[src/rtl/cic_iq_decim.sv]
// Complex (I/Q) CIC decimator, M=1: per-strobe integrators, comb section time-multiplexed one stage per clock.
// Optional macro CIC_ROUND_EN: round half up with positive saturation, one extra cycle of latency.
module cic_iq_decim #(
    parameter int IN_WIDTH  = 24,
    parameter int OUT_WIDTH = 24,
    parameter int STAGES    = 5,
    parameter int DECIM     = 3
) (
    input  logic                        adc_clk,
    input  logic                        reset_n,
    input  logic                        in_strobe,
    input  logic signed [IN_WIDTH-1:0]  in_data_i,
    input  logic signed [IN_WIDTH-1:0]  in_data_q,
    output logic                        out_strobe,
    output logic signed [OUT_WIDTH-1:0] out_data_i,
    output logic signed [OUT_WIDTH-1:0] out_data_q,
    output logic                        overrun
);
    localparam int GROWTH = $clog2(DECIM ** STAGES);
    localparam int ACCW   = IN_WIDTH + GROWTH;
    localparam int CW     = $clog2(DECIM);
    localparam int SW     = (STAGES > 1) ? $clog2(STAGES) : 1;

    typedef enum logic [1:0] {IDLE, COMB, RND, OUT} state_t;
    state_t state_reg, state_next;

    logic signed [ACCW-1:0] int_i_reg  [STAGES];
    logic signed [ACCW-1:0] int_q_reg  [STAGES];
    logic signed [ACCW-1:0] int_i_next [STAGES];
    logic signed [ACCW-1:0] int_q_next [STAGES];
    logic signed [ACCW-1:0] dly_i_reg  [STAGES];
    logic signed [ACCW-1:0] dly_q_reg  [STAGES];
    logic signed [ACCW-1:0] comb_i_reg, comb_q_reg;
    logic [CW-1:0]          dec_cnt_reg;
    logic [SW-1:0]          stage_reg;
    logic                   dec_event;
    logic                   out_strobe_reg, overrun_reg;
    logic signed [OUT_WIDTH-1:0] out_i_reg, out_q_reg;

    assign dec_event = in_strobe && (dec_cnt_reg == CW'(DECIM - 1));

    // Each integrator adds the previous stage's pre-update value.
    for (genvar gi = 0; gi < STAGES; gi++) begin : g_int
        if (gi == 0) begin : g_first
            assign int_i_next[gi] = int_i_reg[gi] + {{GROWTH{in_data_i[IN_WIDTH-1]}}, in_data_i};
            assign int_q_next[gi] = int_q_reg[gi] + {{GROWTH{in_data_q[IN_WIDTH-1]}}, in_data_q};
        end else begin : g_rest
            assign int_i_next[gi] = int_i_reg[gi] + int_i_reg[gi-1];
            assign int_q_next[gi] = int_q_reg[gi] + int_q_reg[gi-1];
        end
    end

`ifdef CIC_ROUND_EN
    localparam int SH = ACCW - OUT_WIDTH;
    localparam logic [OUT_WIDTH-1:0] OUT_MAX = {1'b0, {(OUT_WIDTH-1){1'b1}}};
    // Adding half an LSB then truncating equals adding the first discarded bit to the kept bits.
    logic signed [OUT_WIDTH:0]   rnd_i_wide, rnd_q_wide;
    logic signed [OUT_WIDTH-1:0] rnd_i_reg, rnd_q_reg;
    assign rnd_i_wide = {comb_i_reg[ACCW-1], comb_i_reg[ACCW-1 -: OUT_WIDTH]}
                        + (OUT_WIDTH+1)'(comb_i_reg[SH-1]);
    assign rnd_q_wide = {comb_q_reg[ACCW-1], comb_q_reg[ACCW-1 -: OUT_WIDTH]}
                        + (OUT_WIDTH+1)'(comb_q_reg[SH-1]);
`endif

    always_ff @(posedge adc_clk) begin
        if (!reset_n) state_reg <= IDLE;
        else          state_reg <= state_next;
    end

    always_comb begin
        state_next = state_reg;
        case (state_reg)
            IDLE: if (dec_event) state_next = COMB;
            COMB: if (stage_reg == SW'(STAGES - 1)) begin
`ifdef CIC_ROUND_EN
                state_next = RND;
`else
                state_next = OUT;
`endif
            end
            RND:  state_next = OUT;
            OUT:  state_next = IDLE;
            default: state_next = IDLE;
        endcase
    end

    always_ff @(posedge adc_clk) begin
        if (!reset_n) begin
            for (int k = 0; k < STAGES; k++) begin
                int_i_reg[k] <= '0;
                int_q_reg[k] <= '0;
                dly_i_reg[k] <= '0;
                dly_q_reg[k] <= '0;
            end
            comb_i_reg     <= '0;
            comb_q_reg     <= '0;
            dec_cnt_reg    <= '0;
            stage_reg      <= '0;
            out_strobe_reg <= 1'b0;
            overrun_reg    <= 1'b0;
            out_i_reg      <= '0;
            out_q_reg      <= '0;
`ifdef CIC_ROUND_EN
            rnd_i_reg      <= '0;
            rnd_q_reg      <= '0;
`endif
        end else begin
            out_strobe_reg <= 1'b0;
            if (in_strobe) begin
                for (int k = 0; k < STAGES; k++) begin
                    int_i_reg[k] <= int_i_next[k];
                    int_q_reg[k] <= int_q_next[k];
                end
                dec_cnt_reg <= (dec_cnt_reg == CW'(DECIM - 1)) ? '0 : dec_cnt_reg + 1'b1;
            end
            // A decimation event while the comb section is busy is dropped.
            if (dec_event && state_reg != IDLE) overrun_reg <= 1'b1;
            case (state_reg)
                IDLE: if (dec_event) begin
                    comb_i_reg <= int_i_next[STAGES-1];
                    comb_q_reg <= int_q_next[STAGES-1];
                    stage_reg  <= '0;
                end
                COMB: begin
                    comb_i_reg           <= comb_i_reg - dly_i_reg[stage_reg];
                    comb_q_reg           <= comb_q_reg - dly_q_reg[stage_reg];
                    dly_i_reg[stage_reg] <= comb_i_reg;
                    dly_q_reg[stage_reg] <= comb_q_reg;
                    stage_reg            <= stage_reg + 1'b1;
                end
                RND: begin
`ifdef CIC_ROUND_EN
                    rnd_i_reg <= (rnd_i_wide[OUT_WIDTH] != rnd_i_wide[OUT_WIDTH-1]) ? OUT_MAX : rnd_i_wide[OUT_WIDTH-1:0];
                    rnd_q_reg <= (rnd_q_wide[OUT_WIDTH] != rnd_q_wide[OUT_WIDTH-1]) ? OUT_MAX : rnd_q_wide[OUT_WIDTH-1:0];
`endif
                end
                OUT: begin
`ifdef CIC_ROUND_EN
                    out_i_reg <= rnd_i_reg;
                    out_q_reg <= rnd_q_reg;
`else
                    out_i_reg <= comb_i_reg[ACCW-1 -: OUT_WIDTH];
                    out_q_reg <= comb_q_reg[ACCW-1 -: OUT_WIDTH];
`endif
                    out_strobe_reg <= 1'b1;
                end
                default: ;
            endcase
        end
    end

    assign out_strobe = out_strobe_reg;
    assign out_data_i = out_i_reg;
    assign out_data_q = out_q_reg;
    assign overrun    = overrun_reg;
endmodule

[config.mk]
export PLATFORM = sky130hd
export DESIGN_NAME = cic_iq_decim
export DESIGN_NICKNAME = d
export VERILOG_FILES = /design/src/rtl/cic_iq_decim.sv
export SDC_FILE = /design/constraint.sdc
export NUM_CORES = 2
export LEC_CHECK = 0
export CAP_MARGIN = 20
export CORE_UTILIZATION = 30
export DETAILED_ROUTE_END_ITERATION = 10
export GPL_TIMING_DRIVEN = 0
export HOLD_SLACK_MARGIN = 0.08
export PLACE_DENSITY_LB_ADDON = 0.25
export SYNTH_ARGS = -nofsm -noshare
export SYNTH_HDL_FRONTEND = slang
export SYNTH_SLANG_ARGS = --single-unit
[constraint.sdc]
create_clock -name adc_clk -period 8.9 [get_ports adc_clk]
set_input_delay 1.335 -clock adc_clk [delete_from_list [all_inputs] [get_ports adc_clk]]
set_output_delay 1.335 -clock adc_clk [all_outputs]
set_load 0.005 [all_outputs]
### Yosys cells after proc, flatten, opt, wreduce, memory -nomap -nowiden

Memory sizes are Yosys's and may differ from the RTL's. A register that Yosys moved wholly into a read port is not among the register bits.
Index checks and enable logic that the tools add are counted.

| operators by class | value |
|---|---|
| add/subtract/negate cells | 14 |
| equal/unequal tests | 7 |
| mux-type cells | 38 |
| bitwise gates (word level) | 10 |
| reduce and logical (&&, ||, !) cells | 9 |

Operators by type and width:

| operator | count |
|---|---|
| $mux 32 | 14 |
| $add 32x32->32 | 10 |
| $pmux 32 s2 | 2 |
| $reduce_or 32->1 | 2 |
| $sub 32x32->32 | 2 |
| $mux 3 | 7 |
| $mux 1 | 10 |
| $or 1x1->1 | 10 |
| $pmux 2 s4 | 1 |
| $eq 2x2->1 const B | 3 |
| $mux 2 | 3 |
| $pmux 3 s2 | 1 |
| $ne 2x2->1 const B | 2 |
| $reduce_and 2->1 | 2 |
| $reduce_bool 2->1 | 2 |
| $add 3x1->3 const B | 1 |
| $eq 3x3->1 const B | 1 |
| $add 2x1->2 const B | 1 |
| $eq 2x1->1 const B | 1 |
| $logic_and 1x1->1 | 2 |
| $logic_not 2->1 | 1 |

| word-level totals | value |
|---|---|
| register bits | 121 |
| bits in writable memories | 640 |
| input port bits | 51 |
| output and inout bits | 50 |
| logic and storage cells | 91 |
| memories kept | 4 |

Memory list:

| name | words | width | rd ports | clocked after memory_dff | wr ports | RTL line | source |
|---|---|---|---|---|---|---|---|
| dly_i_reg | 5 | 32 | 1 | 1 | 5 | 31 | `logic signed [ACCW-1:0] dly_i_reg [STAGES];` |
| dly_q_reg | 5 | 32 | 1 | 1 | 5 | 32 | `logic signed [ACCW-1:0] dly_q_reg [STAGES];` |
| int_i_reg | 5 | 32 | 5 | 0 | 5 | 27 | `logic signed [ACCW-1:0] int_i_reg [STAGES];` |
| int_q_reg | 5 | 32 | 5 | 0 | 5 | 28 | `logic signed [ACCW-1:0] int_q_reg [STAGES];` |

### Logic depth before layout (Yosys ltp)

| depth | value |
|---|---|
| depth in word-level cells | 6 |
| gate-level depth with buffers | 17 |
| depth with buffers taken out | 14 |

### Worst setup path before layout

Ideal clock, no wire load.

| timing | value |
|---|---|
| path kind | input port to flip-flop |
| start | input reset_n |
| end | memory int_i_reg[0][0] (netlist name) (enable) |
| setup time | 2.387 ns |
| data arrival time | 7.027 ns |
| required time | 6.513 ns |
| slack | -0.514 ns |
| stages | 3 |
| buffers on the path | 2 |
| cell sequence | clkbuf_1 clkbuf_1 nand2_1 |

RTL lines:

| item | RTL line | source |
|---|---|---|
| from (decl) | 10 | `input logic reset_n,` |
| to (decl) | 27 |  |

==> run metrics <==
layout cells sized above 1 under 10%; post_cts resized 0; maxcap violations 0; TritonRoute pass-1 iters 5; CTS Sinks ~960; sequential share of the synthesized area between 40% and 50%; Post-DP HPWL around 120000 µm; vias just under 40000; RSZ-0062 raised after global routing false; hold path endpoint out_data_i[13]; Yosys reg bits 956; commonest non-fill, non-tap cell in the layout edfxtp_1; Power Dens Cells about 250 nW/µm²; FP Rows around 160; initial core utilization about 30%; Fin. Hold Viols 0; full die area 185000 µm²; initial antenna violation count 3; Mean Syn Cell Area approximately 11 µm²; status completed; Overall Power ~16 mW; Clock transition at path regs 0.06 ns; Max Fanout on Critical Path 10; total number of H-tree levels 3; CP arrival around 7.2 ns; Slew headroom between 20% and 30%; number of routed nets with antenna violations 0; post-synthesis cell type count 83; I/O Buffers ~100; CTS Buf Count 110; Post-synth EDFFs between 800 and 900; R2R cell count 16; DR vias/cell 5.13; DRT Wirelength approximately 160000 µm; worst skew pair latency between 0.7 and 0.8 ns; Fin Setup TNS 0 ns; GP Congestion 0.895; Congestion Overflow GR 0; Hold Crit Class flop to flop; worst hold stages 2; # Post-CTS Setup Buffers 0; worst setup path class flop to flop; placed cell count ~7300; commonest cells after routing, fill and taps aside 832 x edfxtp_1, 490 x nor2_1, 382 x ha_1; Final setup viols 0; CP Capture Type flop; first-pass GRT wire length roughly 240000 µm; largest net degree at the start of global routing between 100 and 150; Final Cell Area about 64000 µm²; non-filler instance count after layout about 7500; Worst Max-Slew Pin Slew 1.19 ns; fin nets ~5500; residual DRC count 0; Bufs on Longest Clock Path 3; core area 182000 µm²; synthesized area between 50000 and 60000 µm²; P&R area growth vs syn 15.5%; Mapped Nets around 5300; vias in the first global route about 38000; final hold slack approximately 0.5 ns; Max Clock Skew 0.0333 ns; most common flop cell mapped by yosys edfxtp_1; Detailed Route Iter0 Violations ~2300; Die W between 400 and 500 µm; async set or reset register ratio after synthesis 0%; Slew Limit Fails 0; fmax 153 MHz; Chip Height 430 µm; DP Area between 50000 and 60000 µm²; Min Clock Period, post-route around 6.6 ns; Syn Inst Count between 4000 and 5000; hold_sp out_data_i[13]; reg-to-reg endpoint comb_i_reg[31]; final worst-path cycle share 73.6%; r2r setup slk approximately 2.3 ns; All-Layer GR Usage around 17%; CTS tree done; YS warnings 0; LEAKAGE 24.5 nW; VDD IR max roughly 180 µV; startpoint types flop; Worst EP required 9.57 ns; Root Buffer clkbuf_16; IO Count between 100 and 150; hold_buf cts 0; wire per inst about 21 µm
[cells in the mapped netlist (all sizes together) (19+ instances only)]
cell type / number / area, µm²
a21oi: 317 / 1590
and2: 318 / 1990
o21bai: 35 / 263
nor2: 493 / 1850
ha: 382 / 4780
o21ai: 233 / 1170
nand3: 79 / 395
nor3: 112 / 561
buf: 23 / 86.3
nor2b: 49 / 307
xor2: 134 / 1170
a221oi: 20 / 193
dfxtp: 124 / 2480
mux2i: 125 / 1250
a21o: 186 / 1400
o211ai: 23 / 173
o21a: 51 / 383
nand2b: 64 / 400
nand2: 206 / 773
and3: 47 / 294
mux4: 128 / 2880
nand4: 25 / 156
o31ai: 20 / 155
clkbuf: 150 / 563
nor4: 19 / 119
a211oi: 71 / 533
xnor2: 150 / 1310
edfxtp: 832 / 25000
inv: 107 / 402
a31oi: 39 / 244
[layout make-up]
| type | count | area (µm²) |
|---|---|---|
| fill | 18000 | 118000 |
| clock inverter | 69 | 815 |
| buffer | 173 | 653 |
| antenna | 1 | 2.50 |
| multi-input combinational | 3568 | 26600 |
| sequential | 956 | 27500 |
| clock buffer | 134 | 2880 |
| timing repair buffer | 139 | 1770 |
| inverter | 108 | 405 |
| tap | 2370 | 2970 |
[stage by stage]
stage | worst slack (ns) | utilization, %
global placement | -4.22 | 32.5
floorplan | 1.83 | -
detailed placement | 2.32 | 33.0
global route | 1.86 | 35.0
CTS | 2.31 | 35.0
finish | 2.35 | 35.0
[metal layers]
layer | global-route usage (%) | vias up | share of wire [%]
met4 | 5.21 | 0 | 3.1
met1 | 22.8 | 18800 | 46
met5 | 0 | - | 0
met3 | 2.37 | 237 | 4.3
li1 | - | 18700 | -
met2 | 28.4 | 835 | 47
[logic make-up (layout without fill, tap and decap cells)]
logic type                 after synthesis  in the layout  synth area share [%]
DFF                                    956            956                  49.9
other                                    0              1                     0
xor gates and xnor gates               284            284                  4.52
adders and majority gates              394            394                  9.11
AOI/OAI and AO/OA                     1148           1148                  13.6
and+or+nand+nor                       1486           1486                  13.4
muxes                                  256            256                  7.57
buffers and inverters                  281            623                  1.92
[where the power goes]
part	switching, mW	internal [mW]	total [mW]
logic	3.04	1.99	5.03
registers	0.642	5.45	6.09
clock network	1.96	2.72	4.68
total	5.64	10.2	15.8
[worst max-delay path, cell delays in order (launching register included)]
cell       delay [ns]
dfxtp_1          0.35
buf_1            0.58
clkbuf_1         0.70
buf_1            0.81
mux4_2           0.60
mux2i_1          0.42
ha_1             0.41
and3_1           0.18
o21ai_0          0.13
o21ai_0          0.15
a2111oi_0        0.76
nor2_1           0.19
a31o_2           0.28
a21oi_1          0.25
xor2_1           0.12
or4_1            0.42
o211ai_1         0.10
[worst max path at each step]
stage | start | slack, ns | end
3_3_place_gp | reset_n | -4.22 | dly_i_reg[4][28]
2_1_floorplan | reset_n | 1.83 | dly_i_reg[2][0]
6_report | flop | 2.35 | comb_i_reg[31]
4_1_cts | flop | 2.31 | comb_i_reg[31]
3_5_place_dp | flop | 2.32 | comb_i_reg[31]
5_1_grt | flop | 1.86 | comb_i_reg[31]
Power figures use the tool's default switching activity.
